<file path="config.mk">
export PLATFORM = sky130hd
export DESIGN_NAME = ps2_hack_keyboard
export DESIGN_NICKNAME = d
export VERILOG_FILES = /design/src/rtl/ps2_hack_keyboard.sv
export SDC_FILE = /design/constraint.sdc
export NUM_CORES = 1
export LEC_CHECK = 0
export ABC_AREA = 1
export CAP_MARGIN = 5
export CORE_MARGIN = 2
export CORE_UTILIZATION = 50
export CTS_BUF_LIST = sky130_fd_sc_hd__clkbuf_16
export DETAILED_ROUTE_END_ITERATION = 8
export GPL_ROUTABILITY_DRIVEN = 0
export PLACE_DENSITY_LB_ADDON = 0.2
export SLEW_MARGIN = 20
export SYNTH_ARGS = -nofsm -noshare
export SYNTH_HDL_FRONTEND = slang
export SYNTH_SLANG_ARGS = --single-unit
</file>
<file path="constraint.sdc">
create_clock -name clk -period 6.5 [get_ports clk]
set_clock_uncertainty 0.15 [all_clocks]
set_input_delay 1.3 -clock clk [delete_from_list [all_inputs] [get_ports clk]]
set_output_delay 1.3 -clock clk [all_outputs]
set_load 0.02 [all_outputs]
</file>
<file path="src/rtl/ps2_hack_keyboard.sv">
// PS/2 scan-code set 2 receiver and decoder producing the Hack KBD key code.
// Output holds the most recently pressed mapped key until that key is released.
module ps2_hack_keyboard #(
  parameter int FILTER_LEN    = 8,
  parameter int FRAME_TIMEOUT = 100000
) (
  input  logic       clk,
  input  logic       reset,
  input  logic       ps2_clk,
  input  logic       ps2_data,
  output logic [7:0] hack_scancode,
  output logic       frame_err
);
  localparam int FCW = $clog2(FILTER_LEN + 1);
  localparam int TCW = $clog2(FRAME_TIMEOUT + 1);

  typedef enum logic [1:0] {S_IDLE, S_DATA, S_PARITY, S_STOP} rx_state_e;

  logic [1:0]     clk_sync_q, data_sync_q;
  logic           clk_f_q;
  logic [FCW-1:0] flt_cnt_q;
  logic           clk_s, data_s, flt_flip, strobe;

  assign clk_s    = clk_sync_q[1];
  assign data_s   = data_sync_q[1];
  assign flt_flip = (clk_s != clk_f_q) && (flt_cnt_q == FCW'(FILTER_LEN - 1));
  assign strobe   = flt_flip && clk_f_q;

  always_ff @(posedge clk) begin
    if (!reset) begin
      clk_sync_q  <= 2'b11;
      data_sync_q <= 2'b11;
      clk_f_q     <= 1'b1;
      flt_cnt_q   <= '0;
    end else begin
      clk_sync_q  <= {clk_sync_q[0], ps2_clk};
      data_sync_q <= {data_sync_q[0], ps2_data};
      if (clk_s == clk_f_q) begin
        flt_cnt_q <= '0;
      end else if (flt_flip) begin
        clk_f_q   <= clk_s;
        flt_cnt_q <= '0;
      end else begin
        flt_cnt_q <= flt_cnt_q + FCW'(1);
      end
    end
  end

  // Receiver. byte_valid_q pulses for one cycle after a good stop bit; shift_q
  // holds the received byte and stays stable until the next start bit.
  rx_state_e      rx_state_q, rx_state_d;
  logic [7:0]     shift_q, shift_d;
  logic [2:0]     bit_cnt_q, bit_cnt_d;
  logic [TCW-1:0] to_cnt_q, to_cnt_d;
  logic           byte_valid_q, byte_valid_d;
  logic           frame_err_q, frame_err_d;

  always_comb begin
    rx_state_d   = rx_state_q;
    shift_d      = shift_q;
    bit_cnt_d    = bit_cnt_q;
    to_cnt_d     = '0;
    byte_valid_d = 1'b0;
    frame_err_d  = 1'b0;
    case (rx_state_q)
      S_IDLE: if (strobe && !data_s) begin
        rx_state_d = S_DATA;
        bit_cnt_d  = 3'd0;
      end
      S_DATA: if (strobe) begin
        shift_d   = {data_s, shift_q[7:1]};
        bit_cnt_d = bit_cnt_q + 3'd1;
        if (bit_cnt_q == 3'd7) rx_state_d = S_PARITY;
      end
      S_PARITY: if (strobe) begin
        if (^{shift_q, data_s}) rx_state_d = S_STOP;
        else begin
          rx_state_d  = S_IDLE;
          frame_err_d = 1'b1;
        end
      end
      S_STOP: if (strobe) begin
        rx_state_d = S_IDLE;
        if (data_s) byte_valid_d = 1'b1;
        else        frame_err_d  = 1'b1;
      end
      default: rx_state_d = S_IDLE;
    endcase
    if (rx_state_q != S_IDLE && !strobe) begin
      if (to_cnt_q == TCW'(FRAME_TIMEOUT - 1)) begin
        rx_state_d  = S_IDLE;
        frame_err_d = 1'b1;
      end else begin
        to_cnt_d = to_cnt_q + TCW'(1);
      end
    end
  end

  always_ff @(posedge clk) begin
    if (!reset) begin
      rx_state_q   <= S_IDLE;
      shift_q      <= '0;
      bit_cnt_q    <= '0;
      to_cnt_q     <= '0;
      byte_valid_q <= 1'b0;
      frame_err_q  <= 1'b0;
    end else begin
      rx_state_q   <= rx_state_d;
      shift_q      <= shift_d;
      bit_cnt_q    <= bit_cnt_d;
      to_cnt_q     <= to_cnt_d;
      byte_valid_q <= byte_valid_d;
      frame_err_q  <= frame_err_d;
    end
  end

  // Returns 0 for unmapped keys.
  function automatic logic [7:0] map_key(input logic ext, input logic [7:0] b, input logic sh);
    logic [15:0] p;
    p = 16'h0;
    if (ext) begin
      case (b)
        8'h6B: p = {8'd130, 8'd130};  8'h75: p = {8'd131, 8'd131};
        8'h74: p = {8'd132, 8'd132};  8'h72: p = {8'd133, 8'd133};
        8'h6C: p = {8'd134, 8'd134};  8'h69: p = {8'd135, 8'd135};
        8'h7D: p = {8'd136, 8'd136};  8'h7A: p = {8'd137, 8'd137};
        8'h70: p = {8'd138, 8'd138};  8'h71: p = {8'd139, 8'd139};
        8'h5A: p = {8'd128, 8'd128};
        default: p = 16'h0;
      endcase
    end else begin
      case (b)
        8'h1C: p = {8'd97,  8'd65};  8'h32: p = {8'd98,  8'd66};  8'h21: p = {8'd99,  8'd67};
        8'h23: p = {8'd100, 8'd68};  8'h24: p = {8'd101, 8'd69};  8'h2B: p = {8'd102, 8'd70};
        8'h34: p = {8'd103, 8'd71};  8'h33: p = {8'd104, 8'd72};  8'h43: p = {8'd105, 8'd73};
        8'h3B: p = {8'd106, 8'd74};  8'h42: p = {8'd107, 8'd75};  8'h4B: p = {8'd108, 8'd76};
        8'h3A: p = {8'd109, 8'd77};  8'h31: p = {8'd110, 8'd78};  8'h44: p = {8'd111, 8'd79};
        8'h4D: p = {8'd112, 8'd80};  8'h15: p = {8'd113, 8'd81};  8'h2D: p = {8'd114, 8'd82};
        8'h1B: p = {8'd115, 8'd83};  8'h2C: p = {8'd116, 8'd84};  8'h3C: p = {8'd117, 8'd85};
        8'h2A: p = {8'd118, 8'd86};  8'h1D: p = {8'd119, 8'd87};  8'h22: p = {8'd120, 8'd88};
        8'h35: p = {8'd121, 8'd89};  8'h1A: p = {8'd122, 8'd90};
        8'h45: p = {8'd48, 8'd41};   8'h16: p = {8'd49, 8'd33};   8'h1E: p = {8'd50, 8'd64};
        8'h26: p = {8'd51, 8'd35};   8'h25: p = {8'd52, 8'd36};   8'h2E: p = {8'd53, 8'd37};
        8'h36: p = {8'd54, 8'd94};   8'h3D: p = {8'd55, 8'd38};   8'h3E: p = {8'd56, 8'd42};
        8'h46: p = {8'd57, 8'd40};
        8'h0E: p = {8'd96, 8'd126};  8'h4E: p = {8'd45, 8'd95};   8'h55: p = {8'd61, 8'd43};
        8'h54: p = {8'd91, 8'd123};  8'h5B: p = {8'd93, 8'd125};  8'h5D: p = {8'd92, 8'd124};
        8'h4C: p = {8'd59, 8'd58};   8'h52: p = {8'd39, 8'd34};   8'h41: p = {8'd44, 8'd60};
        8'h49: p = {8'd46, 8'd62};   8'h4A: p = {8'd47, 8'd63};
        8'h29: p = {8'd32, 8'd32};   8'h5A: p = {8'd128, 8'd128};
        8'h66: p = {8'd129, 8'd129}; 8'h76: p = {8'd140, 8'd140};
        8'h05: p = {8'd141, 8'd141}; 8'h06: p = {8'd142, 8'd142}; 8'h04: p = {8'd143, 8'd143};
        8'h0C: p = {8'd144, 8'd144}; 8'h03: p = {8'd145, 8'd145}; 8'h0B: p = {8'd146, 8'd146};
        8'h83: p = {8'd147, 8'd147}; 8'h0A: p = {8'd148, 8'd148}; 8'h01: p = {8'd149, 8'd149};
        8'h09: p = {8'd150, 8'd150}; 8'h78: p = {8'd151, 8'd151}; 8'h07: p = {8'd152, 8'd152};
        default: p = 16'h0;
      endcase
    end
    return sh ? p[7:0] : p[15:8];
  endfunction

  logic       ext_q, ext_d, brk_q, brk_d, shl_q, shl_d, shr_q, shr_d;
  logic [8:0] last_key_q, last_key_d;
  logic [2:0] skip_q, skip_d;
  logic [7:0] code_q, code_d, mapped;
  logic       noise;

  assign mapped = map_key(ext_q, shift_q, shl_q | shr_q);
  assign noise  = (shift_q == 8'hAA) || (shift_q == 8'hFA) || (shift_q == 8'hEE) ||
                  (shift_q == 8'hFE) || (shift_q == 8'h00) || (shift_q == 8'hFF);

  always_comb begin
    ext_d      = ext_q;
    brk_d      = brk_q;
    shl_d      = shl_q;
    shr_d      = shr_q;
    last_key_d = last_key_q;
    skip_d     = skip_q;
    code_d     = code_q;
    if (byte_valid_q) begin
      if (skip_q != 3'd0)          skip_d = skip_q - 3'd1;
      else if (shift_q == 8'hE1)   skip_d = 3'd7;
      else if (shift_q == 8'hE0)   ext_d  = 1'b1;
      else if (shift_q == 8'hF0)   brk_d  = 1'b1;
      else begin
        ext_d = 1'b0;
        brk_d = 1'b0;
        if (!ext_q && !brk_q && noise) begin
          code_d = code_q;
        end else if (!ext_q && shift_q == 8'h12) begin
          shl_d = !brk_q;
        end else if (!ext_q && shift_q == 8'h59) begin
          shr_d = !brk_q;
        end else if (brk_q) begin
          if ({ext_q, shift_q} == last_key_q) code_d = 8'd0;
        end else if (mapped != 8'd0) begin
          code_d     = mapped;
          last_key_d = {ext_q, shift_q};
        end
      end
    end
  end

  always_ff @(posedge clk) begin
    if (!reset) begin
      ext_q      <= 1'b0;
      brk_q      <= 1'b0;
      shl_q      <= 1'b0;
      shr_q      <= 1'b0;
      last_key_q <= '0;
      skip_q     <= '0;
      code_q     <= '0;
    end else begin
      ext_q      <= ext_d;
      brk_q      <= brk_d;
      shl_q      <= shl_d;
      shr_q      <= shr_d;
      last_key_q <= last_key_d;
      skip_q     <= skip_d;
      code_q     <= code_d;
    end
  end

  assign hack_scancode = code_q;
  assign frame_err     = frame_err_q;
endmodule

</file>
==> flow_metrics.env <==
export IMPL_outcome="completed"
export IMPL_final_nets=915
export IMPL_finalHoldViolCount=0
export IMPL_clockPowerShare=0.532
export IMPL_root_buffer="clkbuf_16"
export IMPL_worst_pin_slew_ns=0.7856
export IMPL_cp_start_kind="input port"
export IMPL_grt_pass1_vias=5319
export IMPL_htreeDepth=3
export IMPL_synth_warnings=0
export IMPL_clkTransAtPathRegs_ns=0.06
export IMPL_crit_path_end_kind="register"
export IMPL_postSynthRegisterBits=80
export IMPL_drt_initial_drc_count=426
export IMPL_antennaDiodeCount=0
export IMPL_wl_mm=14.47
export IMPL_synth_distinct_cells=50
export IMPL_core_area_um2=10890
export IMPL_period_needed_ns=4.222
export IMPL_cp_startpoint="reset"
export IMPL_power_switching_w=0.0002125
export IMPL_synthMuxAreaShare=0
export IMPL_synth_simple_gate_area_share=0.4513
export IMPL_num_rows=38
export IMPL_fillCellCount=1104
export IMPL_initial_utilization=0.5164
export IMPL_postCtsHoldBufs=0
export IMPL_seqPwrFrac=0.456
export IMPL_drv_slew=0
export IMPL_clock_sinks=80
export IMPL_r2r_slack_ns=3.27
export IMPL_worstReg2RegStart="flt_cnt_q[0]"
export IMPL_vdd_ir_drop_worst_mv=0.1903
export IMPL_pwr_share_comb=0.012
export IMPL_syn_cell_area_um2=5623
export IMPL_synthCells=900
export IMPL_grt_use_total=0.2579
export IMPL_final_cell_mix="nand2_1, nor2_1, nand3_1"
export IMPL_vias=5652
export IMPL_p_per_area_nw_per_um2=177.8
export IMPL_io_buffers=12
export IMPL_synth_area_per_cell_um2=6.248
export IMPL_syn2layout_area_growth_pct=8.122
export IMPL_layout_setup_ws_ns=2.278
export IMPL_cts_inserted_buffers=9
export IMPL_synthesis_nets=920
export IMPL_final_common_cell="nand2_1"
export IMPL_antenna_found_initial=0
export IMPL_crit_type="in2reg"
export IMPL_period_share=0.6495
export IMPL_ff2ff_path_depth=19
export IMPL_synth_compound_area_share=0.1064
export IMPL_cts_resized=0
export IMPL_path_max_fanout=32
export IMPL_p_sw_frac=0.1966
export IMPL_die_w_um=110.0
export IMPL_dp_hpwl_mm=10.68
export IMPL_relSlewSlack=0.4746
export IMPL_ys_flop_type="dfxtp_1"
export IMPL_remaining_drc_errors=0
export IMPL_synth_edf_count=0
export IMPL_cp_data_required_time_ns=6.57
export IMPL_fin_util=0.5584
export IMPL_detail_route_first_pass_iterations=5
export IMPL_yosysSeqAreaShare=0.2848
export IMPL_grt_overflow=0
export IMPL_wl_per_cell_um=13.92
export IMPL_grt_pass1_wl_mm=24.41
export IMPL_arrival_ns=4.30
export IMPL_tns_ns=0
export IMPL_synth_xor_area_share=0.02025
export IMPL_place_ws_ns=2.015
export IMPL_holdWs_ns=0.2626
export IMPL_clockBufferDepth=2
export IMPL_clock_fmax_ghz=0.2369
export IMPL_die_area_um2=12110
export IMPL_vias_per_cell=5.440
export IMPL_drt_antenna_violating_nets=0
export IMPL_num_io_pins=13
export IMPL_insertion_delay_ns=0.34
export IMPL_synth_adder_area_share=0.03560
export IMPL_internal_power_w=0.0008684
export IMPL_leakage_nw=2.907
export IMPL_rsz0062_at_grt="no"
export IMPL_die_h_um=110.0
export IMPL_maxCapViolations=0
export IMPL_synthArstFlopShare=0
export IMPL_drive_gt1_frac=0.09121
export IMPL_grt_max_degree=33
export IMPL_cts_tree="done"
export IMPL_hold_class="reg2reg"
export IMPL_setup_viol=0
export IMPL_synth_top_family_by_area="simple AND/OR/NAND/NOR gates"
export IMPL_post_cts_setup_buffer_count=0
-- area by class of cell --
type                    instances  area (µm²)  share of cell area
clock buffers                   9       225.2             0.03704
inverters                     102       384.1             0.06318
flip-flops and latches         80        1602              0.2634
clock inverters                 6       108.9             0.01790
repair buffers                 14       135.1             0.02223
multi-input cells             688        3450              0.5674
well taps                     140       175.2             0.02881
-- critical path, cell delays in order --
cell	delay, ns
clkdlybuf4s50_1	0.98
nand3_2	0.61
inv_2	0.56
nor2_1	0.19
nor2_1	0.18
a21oi_1	0.09
a21oi_1	0.16
nand3_1	0.09
nand2_1	0.08
nand2_1	0.05
-- kinds of logic (layout without fill, tap and decap cells) --
family	after synthesis	count (layout)
simple gates	553	553
flops	80	80
buf+inv	132	131
fa+ha+maj	16	16
xor+xnor	13	13
compound gates	106	106
-- cell usage after synthesis, types with 2 or more instances --
library cell  count  area, µm²
a21oi_2           3      26.28
nand2_1         254      953.4
nor2_2            5      31.28
nor2_1          114      427.9
dfxtp_1          80       1602
or2_2            11      68.82
nand4_1          21      131.4
nand3_1          85      425.4
o21a_1            2      15.01
xnor2_1           8      70.07
nand3_4           2      35.03
nand3_2           2      20.02
inv_1            83      311.6
nor3_1           16      80.08
inv_2            17      63.81
a211oi_1          3      22.52
o21ai_1           4      20.02
or2_1             3      18.77
nand3b_1          4      30.03
a21oi_1          56      280.3
nor3_2            2      20.02
ha_1             16      200.2
a31oi_1           2      12.51
buf_4             4      30.03
nor2_4            7      78.83
nor4_1            7      43.79
xor2_1            5      43.79
buf_2            12      60.06
nand2_4           2      22.52
buf_6             6      67.56
nand2_2           8      50.05
nor3b_1           6      45.04
o211ai_1          5      37.54
clkbuf_1          7      26.28
o21ai_0          23      115.1
-- metrics by stage --
stage / total power [W] / instances / instance area (µm²)
after global placement: 0.0005166 / 1024 / 5746
after detailed placement: 0.0005168 / 1024 / 5746
after CTS: 0.001090 / 1039 / 6080
after floorplan: 0.0005124 / 900 / 5623
after global routing: 0.001116 / 1039 / 6080
final: 0.001081 / 1039 / 6080
-- routing by layer --
metal / GRT usage / share of wire / vias to the layer above
met5: 0 / 0 / -
met4: 0.1637 / 0.054 / 0
met3: 0.04644 / 0.060 / 62
met1: 0.3226 / 0.44 / 2482
met2: 0.4084 / 0.44 / 201
li1: - / - / 2907
-- power groups by stage --
stage               Sequential [W]  Combinational (W)  Clock, W
floorplan                 0.000503         0.00000926         0
global placement          0.000503          0.0000132         0
detailed placement        0.000503          0.0000133         0
CTS                       0.000493          0.0000134  0.000584
global route              0.000492          0.0000150  0.000609
finish                    0.000493          0.0000134  0.000575
-- how the worst min path moves through the flow --
stage                        startpoint             to  slack (ns)  cells past startpoint
after detailed placement  clk_sync_q[0]  clk_sync_q[1]        0.26                      1
final                     clk_sync_q[0]  clk_sync_q[1]        0.26                      1
after CTS                 clk_sync_q[0]  clk_sync_q[1]        0.26                      1
after global placement    clk_sync_q[0]  clk_sync_q[1]        0.25                      1
after floorplan           clk_sync_q[0]  clk_sync_q[1]        0.24                      1
after global routing      clk_sync_q[0]  clk_sync_q[1]        0.28                      1
No activity file was read; power rests on OpenSTA's default activity.
